### config.mk
export PLATFORM = sky130hd
export DESIGN_NAME = stream_gen_fifo
export DESIGN_NICKNAME = d
export VERILOG_FILES = /design/src/rtl/stream_gen_fifo.sv
export SDC_FILE = /design/constraint.sdc
export NUM_CORES = 1
export LEC_CHECK = 0
export CAP_MARGIN = 20
export CORE_MARGIN = 2
export CORE_UTILIZATION = 40
export CTS_CLUSTER_SIZE = 24
export DETAILED_ROUTE_END_ITERATION = 8
export GPL_TIMING_DRIVEN = 0
export SYNTH_ARGS = -nofsm -noshare
export SYNTH_HDL_FRONTEND = slang
export SYNTH_SLANG_ARGS = --single-unit
### constraint.sdc
create_clock -name clk -period 5.95 [get_ports clk]
set_input_delay 1.19 -clock clk [delete_from_list [all_inputs] [get_ports clk]]
set_output_delay 1.19 -clock clk [all_outputs]
set_load 0.01 [all_outputs]
### src/rtl/stream_gen_fifo.sv
// Circular FIFO fed by a push port and drained through a registered valid/ready stream.
// Optional fixed-length packet framing drives tlast alongside each loaded beat.
module stream_gen_fifo #(
    parameter int DATA_W = 8,
    parameter int DEPTH  = 16,
    parameter int CNT_W  = $clog2(DEPTH) + 1
) (
    input  logic              clk,
    input  logic              rst,
    input  logic [DATA_W-1:0] Din,
    input  logic              push,
    input  logic              op_en,
    input  logic [CNT_W-1:0]  pkt_len,
    output logic [DATA_W-1:0] tdata,
    output logic              tvalid,
    input  logic              tready,
    output logic              tlast,
    output logic [CNT_W-1:0]  buff_count,
    output logic              empty,
    output logic              full,
    output logic              overflow
);

    localparam int ADDR_W = $clog2(DEPTH);

    logic [DATA_W-1:0] r_mem [DEPTH];
    logic [ADDR_W-1:0] r_wptr;
    logic [ADDR_W-1:0] r_rptr;
    logic [CNT_W-1:0]  r_count;
    logic [DATA_W-1:0] r_tdata;
    logic              r_tvalid;
    logic              r_tlast;
    logic              r_overflow;
    logic [CNT_W-1:0]  r_bcnt;
    logic [CNT_W-1:0]  r_len;

    logic              w_full;
    logic              w_push_ok;
    logic              w_load;
    logic [CNT_W-1:0]  w_len;
    logic              w_last;
    logic [CNT_W-1:0]  w_bcnt_next;

    assign w_full    = (r_count == CNT_W'(DEPTH));
    assign w_push_ok = push && !w_full;
    assign w_load    = op_en && (r_count != '0) && (!r_tvalid || tready);

    // Packet length is latched on the first beat; later beats use the held copy.
    always_comb begin
        w_len       = (r_bcnt == '0) ? pkt_len : r_len;
        w_last      = 1'b0;
        w_bcnt_next = r_bcnt;
        if (w_len != '0) begin
            w_last = (r_bcnt == (w_len - CNT_W'(1)));
        end else begin
            w_last = (r_count == CNT_W'(1)) && !w_push_ok;
        end
        if (w_last) begin
            w_bcnt_next = '0;
        end else if (r_bcnt != '1) begin
            w_bcnt_next = r_bcnt + CNT_W'(1);
        end
    end

    always_ff @(posedge clk) begin
        if (!rst && w_push_ok) begin
            r_mem[r_wptr] <= Din;
        end
    end

    always_ff @(posedge clk) begin
        if (rst) begin
            r_wptr     <= '0;
            r_rptr     <= '0;
            r_count    <= '0;
            r_tdata    <= '0;
            r_tvalid   <= 1'b0;
            r_tlast    <= 1'b0;
            r_overflow <= 1'b0;
            r_bcnt     <= '0;
            r_len      <= '0;
        end else begin
            r_overflow <= push && w_full;
            if (w_push_ok) begin
                r_wptr <= r_wptr + ADDR_W'(1);
            end
            if (w_load) begin
                r_rptr <= r_rptr + ADDR_W'(1);
            end
            case ({w_push_ok, w_load})
                2'b10:   r_count <= r_count + CNT_W'(1);
                2'b01:   r_count <= r_count - CNT_W'(1);
                default: r_count <= r_count;
            endcase
            if (w_load) begin
                r_tdata  <= r_mem[r_rptr];
                r_tvalid <= 1'b1;
                r_tlast  <= w_last;
                r_bcnt   <= w_bcnt_next;
                if (r_bcnt == '0) begin
                    r_len <= pkt_len;
                end
            end else if (r_tvalid && tready) begin
                r_tvalid <= 1'b0;
                r_tlast  <= 1'b0;
            end
        end
    end

    assign tdata      = r_tdata;
    assign tvalid     = r_tvalid;
    assign tlast      = r_tlast;
    assign buff_count = r_count;
    assign empty      = (r_count == '0);
    assign full       = w_full;
    assign overflow   = r_overflow;

endmodule

==> run summary, run 1 <==
Status - finished, final reports clean
Longest individual stage delay on the worst path - 0.38 ns
Endpoint of the most critical register-to-register path - r_bcnt[2]
Fraction of registers with async set or reset after synthesis - 0
Worst hold path startpoint - tdata[4]
Number of synthesis warnings - 0
Leading cell type in the layout, fill and taps excluded - sky130_fd_sc_hd__edfxtp_1
Clk_skew - 0.00694 ns
Antenna diode instance count - 0
Final hold vios - 0
Largest fanout on the critical path - 10
Setup slack, reg-to-reg - 2.25 ns
Switching power summed over all nets - 934 uW
Number of antenna violations at the first check in global routing - 0
Depth of the worst hold-timing path - 2
Worst hold path type - register to register
Worst reg2reg startpoint - r_bcnt[0]
Number of detailed-routing iterations run before antenna repair - 4
Relative slew margins - 0.431
Reported max-cap violation count - 0
Avg Synthesized Cell Area - 16.0 um2
CP Buf/Inv Count - 3
Worst Reg2Reg Path Length in Cells - 14
Net switching fraction of the power - 0.296
Final setup vio count - 0
Boundary pin count - 36
H-tree lvl count - 4
Power per cell area - 400 nW/um2
Number of setup buffers added after CTS - 0
Int Pwr - 2220 uW
Worst Hold Endpoint - tdata[4]
GRT Overall Usage - 0.169
Placed Area - 7340 um2
Total Power - 3150 uW
Initial Util - 0.406
Number of instances in the synthesized netlist - 419
Drt first-iter violations - 248
Critical path arrival - 4.06 ns
Predominant post-synthesis flop cell - sky130_fd_sc_hd__edfxtp_1
Combinational fraction of design power - 0.262
Clock share of power - 0.316
Slew of the pin with the lowest slew margin - 0.850 ns
Horizontal die dimension - 133 um
Max Clk Rate - 270 MHz
DIE AREA - 17800 um2
Global-route wire length before repair - 22.0 mm
Maximum number of pins on one net before global-route repair - 17
Buffers from clock root to sink, at most - 2
Area overhead of the layout relative to synthesis - 17.7%
Top Family by Delay on Critical Path - simple AND/OR/NAND/NOR gates
Resized cells post-CTS - 0
Wirelength per Cell - 19.6 um
Synth Cell Area - 6690 um2
EDFF count, synth - 128
Sequential cell area in the final layout - 4520 um2
Via count - 3675
Site Rows - 47
Fill cells - 1434
CTS tree - built
Core Box Area - 16500 um2
Crit path time final - 3.70 ns
Critical path class - register to register
Number of nets in the layout - 507
DPL Wire Length - 9.59 mm
Worst Path Required - 6.31 ns
Inserted Clock Buffers - 17
Crit path launch type - register
Area taken by multi-input logic gates - 2040 um2
Wire length after detailed routing - 13.9 mm
Commonest non-fill, non-tap cells in the layout - sky130_fd_sc_hd__edfxtp_1 (128), sky130_fd_sc_hd__mux4_2 (40), sky130_fd_sc_hd__nand2_1 (35)
Flip-flop and latch count after synthesis - 162
Clock latency at the later pin of the worst-skew pair - 0.43 ns
Overall die height - 133 um
Aggregate global routing overflow - 0
Finished layout cell area - 7870 um2
Number of max-slew violations in the final report - 0
Portion of the post-synthesis area used by sequential elements - 0.676
Worst-path cell with the longest stage delay - sky130_fd_sc_hd__nor3b_1
Leakage - 0.00251 uW
Count of buffers inserted at the top-level ports - 34
CTS sink count - 162
Ratio of final minimum period to clock period - 0.622
Layout cell share with drive strength beyond 1 - 0.168
Sequential share of power - 0.423
Max VDD drop - 0.290 mV
Number of global-route vias before repair - 3836
Vias per cell - 5.18
Critical Path End Type - register
CTS root buf - sky130_fd_sc_hd__clkbuf_16
Cell variety after synth - 37
Total of hold buffers inserted after clock tree synthesis - 0
Remaining antenna violation count after routing - 0
Fin Setup TNS - 0 ns
RSZ-0062 raised after global routing - false
Chain of cells forming the critical path - clkbuf_1 -> inv_1 -> ha_1 -> nor4b_4 -> buf_2 -> mux2i_1 -> ha_1 -> nor3b_1 -> xor2_1 -> a211oi_1 -> a21oi_1 -> a31oi_4 -> or3b_1 -> a21oi_1
DRC violations left - 0
Clock transition at the registers of the reported paths - 0.06 ns
Post-Synthesis Net Count - 450
Routability Congestion - 0.788
## metrics by stage
| step | utilization | cells | setup WS, ns | hold WS, ns |
|---|---|---|---|---|
| finish | 0.478 | 709 | 2.25 | 0.458 |
| global route | 0.478 | 709 | 1.97 | 0.491 |
| CTS | 0.478 | 709 | 2.27 | 0.462 |
| detailed placement | 0.446 | 677 | 2.02 | 0.453 |
| global placement | 0.444 | 673 | 2.10 | 0.446 |
| floorplan | - | 419 | 2.83 | 0.460 |
## layer usage
metal	part of all wire	track usage
met1	0.44	0.218
met2	0.48	0.274
met5	0	0
met4	0.020	0.0668
met3	0.060	0.0476
## worst min-delay path, delay by kind of cell, from the launching register on
| kind | cells | cell delay, ns |
|---|---|---|
| DFF | 1 | 0.31 |
| and+or+nand+nor | 1 | 0.05 |
| AOI/OAI and AO/OA | 1 | 0.05 |
## worst max path at each step
| stage | start | end | slack (ns) | cells after the start |
|---|---|---|---|---|
| after floorplan | r_bcnt[0] | r_bcnt[2] | 2.83 | 14 |
| after global placement | pkt_len[0] | r_bcnt[2] | 2.10 | 10 |
| after detailed placement | pkt_len[0] | r_bcnt[4] | 2.02 | 10 |
| after CTS | r_bcnt[0] | r_bcnt[4] | 2.27 | 14 |
| after global routing | r_bcnt[0] | r_bcnt[2] | 1.97 | 14 |
| final | r_bcnt[0] | r_bcnt[2] | 2.25 | 14 |
## layout make-up
class,instances,share of cell area
buffer,22,0.0111
clock buffer,19,0.0550
clock inverter,13,0.0130
inverter,9,0.00429
multi-input combinational,226,0.260
sequential,162,0.575
tap,220,0.0350
timing repair buffer,38,0.0471
## flip-flops by register name, indices dropped and copies added (netlist names)
name and cells:
overflow 1, buff_count 5, r_rptr 4, r_mem 128, r_len 5, tdata 8, r_wptr 4, tlast 1
tvalid 1, r_bcnt 5
## cell usage after synthesis (3+ instances only)
master / n / area share
sky130_fd_sc_hd__nor3b_1: 5 / 0.0056
sky130_fd_sc_hd__xnor2_1: 9 / 0.012
sky130_fd_sc_hd__edfxtp_1: 128 / 0.57
sky130_fd_sc_hd__ha_1: 13 / 0.024
sky130_fd_sc_hd__xor2_1: 8 / 0.010
sky130_fd_sc_hd__a21oi_1: 22 / 0.016
sky130_fd_sc_hd__a31oi_1: 3 / 0.0028
sky130_fd_sc_hd__dfxtp_1: 34 / 0.10
sky130_fd_sc_hd__or3_1: 3 / 0.0028
sky130_fd_sc_hd__mux4_2: 40 / 0.13
sky130_fd_sc_hd__nand3_1: 11 / 0.0082
sky130_fd_sc_hd__nor2b_1: 3 / 0.0028
sky130_fd_sc_hd__nor2_1: 30 / 0.017
sky130_fd_sc_hd__buf_1: 3 / 0.0017
sky130_fd_sc_hd__clkbuf_1: 15 / 0.0084
sky130_fd_sc_hd__mux2i_1: 4 / 0.0060
sky130_fd_sc_hd__nand2_1: 35 / 0.020
sky130_fd_sc_hd__a211oi_1: 5 / 0.0056
sky130_fd_sc_hd__nor3_1: 9 / 0.0067
sky130_fd_sc_hd__o21ai_0: 9 / 0.0067
sky130_fd_sc_hd__inv_1: 9 / 0.0050
sky130_fd_sc_hd__nand2b_1: 3 / 0.0028
sky130_fd_sc_hd__buf_2: 4 / 0.0030
## kinds of logic (layout without fill, tap and decap cells)
group / after synthesis / after routing / share of synthesized area
simple gates: 108 / 108 / 0.0782
flops: 162 / 162 / 0.676
buf+inv: 31 / 101 / 0.0181
fa+ha+maj: 13 / 13 / 0.0243
xor+xnor: 17 / 17 / 0.0223
mux: 45 / 45 / 0.142
compound gates: 43 / 43 / 0.0385
## power by group through the flow
stage	Combinational [uW]	Sequential, uW	Clock, uW
after detailed placement	837	1360	0
after floorplan	567	1360	0
after CTS	840	1330	1010
after global routing	906	1340	1060
final	824	1330	995
after global placement	826	1350	0
No activity file was read; power rests on OpenSTA's default activity.
==> run 2, diff against run 1 <==
==> constraint.sdc (replaced) <==
create_clock -name clk -period 3.67 [get_ports clk]
set_input_delay 0.734 -clock clk [delete_from_list [all_inputs] [get_ports clk]]
set_output_delay 0.734 -clock clk [all_outputs]
set_load 0.01 [all_outputs]
==> run 2 against run 1 <==
Effect of this change: cell count up 0.28%; clock skew shrank 0.00059 ns; global-route usage unchanged; clock power increased by 62%; fmax up 7.4%; combinational power up 65%; sequential power is 62% higher; first-iteration DRC count shrank 9.3%; utilization rose by 0.21 points; setup slack got worse by 2.0 ns; sequential cell count unchanged; sequential share of layout area decreased by 0.25 points; critical path type unchanged; largest cell class unchanged; highest routed layer unchanged.
==> run summary, run 2 (synthesized netlist as in run 1, its figures left out) <==
Status - finished, final reports clean
GRT Overall Usage - 0.169 (unchanged)
Vias per cell - 5.21 (+0.48%)
Largest fanout on the critical path - 10 (unchanged)
Critical Path End Type - register
CTS tree - built
Max VDD drop - 0.468 mV (+62%)
Final Core Density - 0.480 (+0.00213)
Reported max-cap violation count - 0 (unchanged)
Worst slack after detailed placement - 0.0210 ns (-2.00 ns)
Placed Area - 7340 um2 (unchanged)
Core Box Area - 16500 um2 (unchanged)
Ratio of final minimum period to clock period - 0.939 (+0.317)
Number of antenna violations at the first check in global routing - 0 (unchanged)
DIE AREA - 17800 um2 (unchanged)
Routability Congestion - 0.788 (unchanged)
Aggregate global routing overflow - 0 (unchanged)
Largest register by flop count - r_mem
Drt first-iter violations - 225 (-9.3%)
Site Rows - 47 (unchanged)
Leading cell type in the layout, fill and taps excluded - sky130_fd_sc_hd__edfxtp_1
Finished layout cell area - 7910 um2 (+0.45%)
CTS root buf - sky130_fd_sc_hd__clkbuf_16
Maximum number of pins on one net before global-route repair - 17 (unchanged)
Crit path time final - 3.45 ns (-0.255 ns)
Inserted Clock Buffers - 17 (unchanged)
Relative slew margins - 0.433 (+0.00191)
Number of max-slew violations in the final report - 0 (unchanged)
Buffers from clock root to sink, at most - 2 (unchanged)
Crit path launch type - register
Boundary pin count - 36 (unchanged)
Power per cell area - 650 nW/um2 (+62%)
Remaining antenna violation count after routing - 0 (unchanged)
Overall die height - 133 um (unchanged)
Count of buffers inserted at the top-level ports - 34 (unchanged)
Wire length after detailed routing - 13.9 mm (+0.24%)
Antenna diode instance count - 0 (unchanged)
Clk_skew - 0.00635 ns (-0.000592 ns)
DRC violations left - 0 (unchanged)
Horizontal die dimension - 133 um (unchanged)
Slew of the pin with the lowest slew margin - 0.847 ns (-0.00285 ns)
Sequential cell area in the final layout - 4520 um2 (unchanged)
Wirelength per Cell - 19.6 um (about the same)
Layout cell share with drive strength beyond 1 - 0.179 (+0.0115)
Max Clk Rate - 290 MHz (+7.4%)
Final hold vios - 0 (unchanged)
Number of detailed-routing iterations run before antenna repair - 4 (unchanged)
Clock transition at the registers of the reported paths - 0.06 ns (about the same)
Critical path class - register to register
Fill cells - 1429 (-0.35%)
Worst hold path type - register to register
DPL Wire Length - 9.59 mm (unchanged)
Largest register FFs - 128 (unchanged)
Global-route wire length before repair - 22.0 mm (about the same)
Initial Util - 0.406 (unchanged)
Number of global-route vias before repair - 3837 (+0.026%)
Via count - 3703 (+0.76%)
Leakage - 0.00251 uW (+0.19%)
Clock latency at the later pin of the worst-skew pair - 0.43 ns (about the same)
Area overhead of the layout relative to synthesis - 18.2%
Final setup vio count - 0 (unchanged)
CTS sink count - 162 (unchanged)
H-tree lvl count - 4 (unchanged)
Post-route worst hold slack - 0.459 ns (+0.00134 ns)
Area taken by multi-input logic gates - 2060 um2 (+0.86%)
Final Worst Setup Slack - 0.223 ns (-2.03 ns)
Worst Path Required - 4.03 ns (-2.28 ns)
Commonest non-fill, non-tap cells in the layout - sky130_fd_sc_hd__edfxtp_1 (128), sky130_fd_sc_hd__mux4_2 (40), sky130_fd_sc_hd__nand2_1 (35)
Number of nets in the layout - 509 (+0.39%)
Critical path arrival - 3.80 ns (-0.26 ns)
==> run 2: cell count changes in the layout (fill, tap and decap cells not counted), sizes merged <==
| cell | change |
|---|---|
| buf | +2 |
==> run 2: metal layers <==
layer | up-vias | wire (um) | GRT usage
li1 | 1732 | - | -
met2 | 116 | 6730 | 0.274
met3 | 19 | 813 | 0.0476
met5 | - | 0 | 0
met4 | 0 | 276 | 0.0668
met1 | 1836 | 6110 | 0.218
==> run 2: critical path: stages (launching register included) <==
cell	delay [ns]
sky130_fd_sc_hd__dfxtp_1	0.31
sky130_fd_sc_hd__clkbuf_1	0.17
sky130_fd_sc_hd__inv_1	0.09
sky130_fd_sc_hd__ha_1	0.17
sky130_fd_sc_hd__nor4b_4	0.31
sky130_fd_sc_hd__buf_4	0.25
sky130_fd_sc_hd__mux2i_2	0.29
sky130_fd_sc_hd__ha_1	0.26
sky130_fd_sc_hd__nor3b_2	0.26
sky130_fd_sc_hd__xor2_1	0.11
sky130_fd_sc_hd__a211oi_1	0.27
sky130_fd_sc_hd__a21oi_1	0.12
sky130_fd_sc_hd__a31oi_4	0.29
sky130_fd_sc_hd__or3b_1	0.37
sky130_fd_sc_hd__a21oi_1	0.11
==> run 2: stage by stage <==
stage | setup TNS [ns] | power, uW | cells
final | 0 | 5140 | 711
after global routing | -0.00341 | 5390 | 711
after CTS | 0 | 5160 | 709
after detailed placement | 0 | 3560 | 677
after global placement | 0 | 3530 | 673
after floorplan | 0 | 3120 | 419
==> run 2: worst paths after layout <==
path         startpoint        end  slack (ns)  cells after the start
min reg2reg    tdata[4]   tdata[4]        0.46                      2
max reg2reg   r_bcnt[0]  r_bcnt[2]        0.22                     14
max           r_bcnt[0]  r_bcnt[2]        0.22                     14
min            tdata[4]   tdata[4]        0.46                      2
==> run 2: area by class of cell <==
cell class	count	share of cell area
plain buffers	22	0.0114
repair buffers	40	0.0487
clock inverters	13	0.0130
well taps	220	0.0348
clock buffers	19	0.0548
multi-input cells	226	0.261
inverters	9	0.00427
flip-flops and latches	162	0.572
==> run 2: power breakdown <==
group	switching (uW)	internal, uW	leakage [uW]
clock network	736	874	0.000249
registers	86.3	2080	0.00143
logic	698	665	0.000833
==> run 2: repair_timing <==
action                                  CTS  global route
buffers inserted                          0             2
gates resized for setup                   1             5
endpoints found under the setup margin    3             6
hold buffers                              0             0
pin swaps                                 0             1
